[src/rtl/spectral_band_filter.sv]
// Streams one FFT frame out of the spectrum RAM, zeroing bins whose mirrored
// frequency falls outside the band selected by mode/cut_lo/cut_hi.
`timescale 1ns/1ps
module spectral_band_filter #(
  parameter int ADDR_W  = 10,
  parameter int DATA_W  = 32,
  parameter int RAM_LAT = 1
) (
  input  logic              clk,
  input  logic              rst_n,
  input  logic              start,
  input  logic [1:0]        mode,
  input  logic [ADDR_W-1:0] cut_lo,
  input  logic [ADDR_W-1:0] cut_hi,
  output logic              busy,
  output logic              done,
  output logic              ram_rd,
  output logic [ADDR_W-1:0] ram_addr,
  input  logic [DATA_W-1:0] ram_data,
  output logic [DATA_W-1:0] freq_data,
  output logic              freq_valid,
  output logic              freq_last,
  input  logic              freq_ready
);

  localparam int DEPTH = RAM_LAT + 1;
  localparam int PW    = (DEPTH > 2) ? 2 : 1;
  localparam int CW    = 3;
  localparam logic [ADDR_W-1:0] LAST_BIN = '1;
  localparam logic [ADDR_W-1:0] HALF     = {1'b1, {(ADDR_W-1){1'b0}}};

  typedef enum logic [1:0] {IDLE, RUN, FLUSH, DONE} state_t;

  state_t            state, state_nxt;
  logic [1:0]        mode_q;
  logic [ADDR_W-1:0] lo_q, hi_q;

  logic [RAM_LAT-1:0] rd_pipe;
  logic [ADDR_W-1:0]  idx_pipe [RAM_LAT];

  logic [DATA_W-1:0] fifo_data [DEPTH];
  logic              fifo_last [DEPTH];
  logic [PW-1:0]     wr_ptr, rd_ptr;
  logic [CW-1:0]     count;

  logic              push, pop, pass, can_issue;
  logic [ADDR_W-1:0] arr_idx, freq_bin;
  logic [CW:0]       in_flight;

  function automatic logic [PW-1:0] ptr_inc(input logic [PW-1:0] p);
    return (p == PW'(DEPTH - 1)) ? '0 : p + PW'(1);
  endfunction

  assign push       = rd_pipe[RAM_LAT-1];
  assign arr_idx    = idx_pipe[RAM_LAT-1];
  assign freq_valid = (count != '0);
  assign freq_data  = freq_valid ? fifo_data[rd_ptr] : '0;
  assign freq_last  = freq_valid & fifo_last[rd_ptr];
  assign pop        = freq_valid & freq_ready;

  // Upper half of the spectrum mirrors onto the lower half.
  assign freq_bin = (arr_idx <= HALF) ? arr_idx : ({ADDR_W{1'b0}} - arr_idx);

  always_comb begin
    pass = 1'b0;
    case (mode_q)
      2'b00:   pass = 1'b1;
      2'b01:   pass = (freq_bin <= lo_q);
      2'b10:   pass = (freq_bin >= hi_q);
      default: pass = (freq_bin >= lo_q) && (freq_bin <= hi_q);
    endcase
  end

  // A beat leaving the buffer this cycle frees its slot, keeping full rate.
  always_comb begin
    in_flight = '0;
    for (int i = 0; i < RAM_LAT; i++)
      in_flight = in_flight + (CW+1)'(rd_pipe[i]);
  end

  assign can_issue = ({1'b0, count} + in_flight) < ((CW+1)'(DEPTH) + (CW+1)'(pop));

  always_ff @(posedge clk or negedge rst_n) begin
    if (!rst_n) state <= IDLE;
    else        state <= state_nxt;
  end

  always_comb begin
    state_nxt = state;
    case (state)
      IDLE:    if (start) state_nxt = RUN;
      RUN:     if (ram_rd && (ram_addr == LAST_BIN)) state_nxt = FLUSH;
      FLUSH:   if (pop && freq_last) state_nxt = DONE;
      default: state_nxt = IDLE;
    endcase
  end

  always_comb begin
    busy   = 1'b0;
    done   = 1'b0;
    ram_rd = 1'b0;
    case (state)
      RUN:     begin busy = 1'b1; ram_rd = can_issue; end
      FLUSH:   busy = 1'b1;
      DONE:    done = 1'b1;
      default: ;
    endcase
  end

  always_ff @(posedge clk or negedge rst_n) begin
    if (!rst_n) begin
      mode_q   <= 2'b00;
      lo_q     <= '0;
      hi_q     <= '0;
      ram_addr <= '0;
    end else if (state == IDLE && start) begin
      mode_q   <= mode;
      lo_q     <= cut_lo;
      hi_q     <= cut_hi;
      ram_addr <= '0;
    end else if (ram_rd && (ram_addr != LAST_BIN)) begin
      ram_addr <= ram_addr + ADDR_W'(1);
    end
  end

  // Bin index travels with each read so the filter sees it alongside the data.
  always_ff @(posedge clk or negedge rst_n) begin
    if (!rst_n) begin
      rd_pipe <= '0;
      for (int i = 0; i < RAM_LAT; i++) idx_pipe[i] <= '0;
    end else begin
      rd_pipe[0]  <= ram_rd;
      idx_pipe[0] <= ram_addr;
      for (int i = 1; i < RAM_LAT; i++) begin
        rd_pipe[i]  <= rd_pipe[i-1];
        idx_pipe[i] <= idx_pipe[i-1];
      end
    end
  end

  always_ff @(posedge clk or negedge rst_n) begin
    if (!rst_n) begin
      wr_ptr <= '0;
      rd_ptr <= '0;
      count  <= '0;
      for (int i = 0; i < DEPTH; i++) begin
        fifo_data[i] <= '0;
        fifo_last[i] <= 1'b0;
      end
    end else begin
      if (push) begin
        fifo_data[wr_ptr] <= pass ? ram_data : '0;
        fifo_last[wr_ptr] <= (arr_idx == LAST_BIN);
        wr_ptr            <= ptr_inc(wr_ptr);
      end
      if (pop) rd_ptr <= ptr_inc(rd_ptr);
      if (push && !pop)      count <= count + CW'(1);
      else if (!push && pop) count <= count - CW'(1);
    end
  end

endmodule

[config.mk]
export PLATFORM = sky130hd
export DESIGN_NAME = spectral_band_filter
export DESIGN_NICKNAME = d
export VERILOG_FILES = /design/src/rtl/spectral_band_filter.sv
export SDC_FILE = /design/constraint.sdc
export NUM_CORES = 1
export LEC_CHECK = 0
export ABC_AREA = 1
export ABC_CLOCK_PERIOD_IN_PS = 4400
export CAP_MARGIN = 20
export CORE_MARGIN = 5
export CORE_UTILIZATION = 58
export CTS_CLUSTER_DIAMETER = 200
export DETAILED_ROUTE_END_ITERATION = 16
export PLACE_DENSITY_LB_ADDON = 0.1
export REMOVE_ABC_BUFFERS = 1
export SETUP_SLACK_MARGIN = 0.02
export SYNTH_ARGS = -nofsm -noshare
export SYNTH_HDL_FRONTEND = slang
export SYNTH_SLANG_ARGS = --single-unit
[constraint.sdc]
create_clock -name clk -period 4.4 [get_ports clk]
set_input_delay 0.88 -clock clk [delete_from_list [all_inputs] [get_ports clk]]
set_output_delay 0.88 -clock clk [all_outputs]
set_load 0.02 [all_outputs]
==> metrics.md <==
| Metric | Value |
|---|---|
| Post-route ant nets | `0` |
| DP Worst Slack | `1070 ps` |
| Post-Syn Area | `6360 um2` |
| Vert. Die Dim | `115 um` |
| Site Rows | `38` |
| Number of global-route vias before repair | `5714` |
| Met3 Use GR | `4.65%` |
| Post-synth ARST share | `100%` |
| Final Setup Violations | `0` |
| Ys Warns | `0` |
| Startpoint types | `flop` |
| Synth Area in Adders | `6.42%` |
| Main combinational cell family by area after synthesis | `simple AND/OR/NAND/NOR gates` |
| Final-stage net count | `1016` |
| Largest net degree at the start of global routing | `83` |
| # hold bufs at CTS | `0` |
| DRC errors left | `0` |
| Mean post-synth cell area | `7.67 um2` |
| RSZ-0062 raised after global routing | `no` |
| Diodes inserted | `0` |
| CTS Buf Count | `17` |
| Post-Layout Cell Count | `1079` |
| Xor/xnor share of the synthesized area | `2.07%` |
| Initial DRC count | `503` |
| Post-Route Skew | `8.39 ps` |
| Worst reg2reg path depth | `20` |
| CTS H-tree depth | `4` |
| Final wirelength | `15.7 mm` |
| Die area | `13200 um2` |
| CP Data Required Time | `3520 ps` |
| Leakage | `0.00443 uW` |
| Root Driver | `clkbuf_8` |
| Post-synthesis register bit count | `116` |
| Crit path DAT | `2680 ps` |
| Vias | `5629` |
| Power Dens Cells | `686 nW/um2` |
| Clock Latency Late Sink | `510 ps` |
| Sequential area share after synthesis | `45.7%` |
| Layout cell share with drive strength beyond 1 | `7.24%` |
| Crit-path max FO | `34` |
| Maximum clock frequency | `281 MHz` |
| Initial antenna violation count | `0` |
| Mux cell area share after synthesis | `0.886%` |
| Most used DFF post-synth | `dfrtp_1` |
| Area contributors post-synth | `dfrtp_1 46%, nand2_1 20%, nand3_1 6.5%` |
| Peak VDD IR | `0.439 mV` |
| GR Util met2 | `42.2%` |
| Yosys top cell by area | `dfrtp_1` |
| Crit path capture type | `output pin` |
| Met1 usage | `31.0%` |
| Busiest grt layer | `met2` |
| Min setup slack post-route | `838 ps` |
| I/O Buffers | `104` |
| Post-Syn Instances | `829` |
| Total setup buffers inserted after CTS | `0` |
| Tcrit/Tclk final | `81.0%` |
| Area delta synth->final | `27.0%` |
| Number of hold violations in the final report | `0` |
| Hold/Removal Path Class | `in2async` |
| Global route overflow | `0` |
| Gr usage total | `24.6%` |
| Post-Place Cells | `1045` |
| WS Path Type | `reg2out` |
| Num ports | `105` |
| Die Wd | `115 um` |
| Worst relative slew slack | `30.7%` |
| Clk buf depth | `2` |
| Worst Max-Slew Pin Slew | `1040 ps` |
| Compound-Gate Fraction of Synth Area | `3.41%` |
| Area share of the largest cell type after synthesis | `45.7%` |
| TNS Setup | `0 ps` |
| Post-cts sizing count | `0` |
| Library cells used by synthesis | `36` |
| Min cycle time layout | `3560 ps` |
| HPWL Detailed | `9.98 mm` |
| CTS clk-pin slew, worst paths | `60 ps` |
| CTS tree | `built` |
| DR vias/cell | `5.22` |
| First-pass GRT wire length | `26.1 mm` |
| Initial Utilization | `58.9%` |
| Max_cap viols | `0` |
| DRT Pass-1 Iters | `7` |
| Drt wl/cell | `14.6 um` |
| Simple-gate portion of the synthesized area | `32.2%` |
| Outcome | `completed` |
| CTS sink cnt | `116` |
| Post-synth EDFFs | `0` |
| Gpl congestion | `0.842` |
| Placeable Area | `10800 um2` |
| Final Max Tran Viols | `0` |
[final timing paths]
check,start,to,slack [ps]
setup / recovery,rd_ptr,freq_last,840
max in group asynchronous,rst_n,count[0],3160
hold reg to reg,fifo_data[20],fifo_data[20],480
min in group clk,fifo_data[20],fifo_data[20],480
setup reg to reg,arr_idx[0],fifo_data[8],970
hold / removal,rst_n,hi_q[6],300
[Yosys cell counts (2+ instances only)]
cell type	number
nand2_1	333
dfrtp_1	116
inv_1	94
nand3_1	82
nor2_1	37
ha_1	31
a21oi_1	29
clkbuf_1	17
xor2_1	12
buf_2	7
nand3b_1	7
o21ai_0	7
buf_8	6
inv_2	6
nand2_2	6
mux2_2	5
nor3_1	5
buf_1	4
o21ai_1	4
xnor2_1	3
nand4_1	2
nor2_4	2
[cells by family (layout without fill, tap and decap cells)]
kind of cell	count (synthesis)	in the layout
and+or+nand+nor	483	483
buffers and inverters	136	246
DFF	116	116
AOI/OAI and AO/OA	42	42
adders and majority gates	32	32
xor gates and xnor gates	15	15
muxes	5	5
[power by group]
group / switching, uW / total [uW] / internal [uW]
Combinational: 1520 / 2480 / 969
Clock: 490 / 1360 / 874
Sequential: 228 / 1690 / 1460
Total: 2230 / 5540 / 3310
[layer usage]
| metal | wire [um] | up-vias |
|---|---|---|
| met3 | 907 | 22 |
| met2 | 7960 | 178 |
| met1 | 6670 | 2672 |
| met4 | 204 | 0 |
| li1 | - | 2757 |
| met5 | 0 | - |
[critical path, stage by stage (launching register included)]
cell	delay, ps
dfrtp_1	360
buf_4	260
inv_2	560
nand2_1	120
nand2_1	100
nand2_1	60
inv_2	90
clkdlybuf4s50_1	600
[final cells by class]
class,count,area (um2)
clock buffer,19,432
tap,140,175
inverter,101,379
timing repair buffer,113,1170
multi-input combinational,577,2860
clock inverter,13,158
fill,828,2720
sequential,116,2900
[cell usage in the layout (no fill, tap or decap), types with 5 or more instances in the layout]
cell type          n
inv_2              6
nand2_2            6
a21oi_1           29
ha_1              31
clkbuf_16         16
nor3_1             5
buf_4              7
xor2_1            12
inv_1             94
mux2_2             5
nand2_1          333
nor2_1            37
nand3_1           82
o21ai_0            7
nand3b_1           7
clkdlybuf4s50_1  103
dfrtp_1          116
[sequential cells by signal, summed over array words and instances, names as in the netlist]
signal	flops
arr_idx	10
fifo_data	64
wr_ptr	1
mode_q	2
count	3
state	2
rd_ptr	1
lo_q	10
fifo_last	2
push	1
hi_q	10
ram_addr	10
[through the flow]
| step | total power [uW] | instance area [um2] | util (%) | hold WS, ps |
|---|---|---|---|---|
| 4_1_cts | 5550 | 8020 | 74.3 | 481 |
| 3_3_place_gp | 4040 | 7400 | 68.6 | 462 |
| 6_report | 5540 | 8070 | 74.8 | 303 |
| 5_1_grt | 5930 | 8070 | 74.8 | 329 |
| 2_1_floorplan | 3200 | 6140 | - | 449 |
| 3_5_place_dp | 4150 | 7430 | 68.8 | 465 |
(Power assumes the default switching activity.)
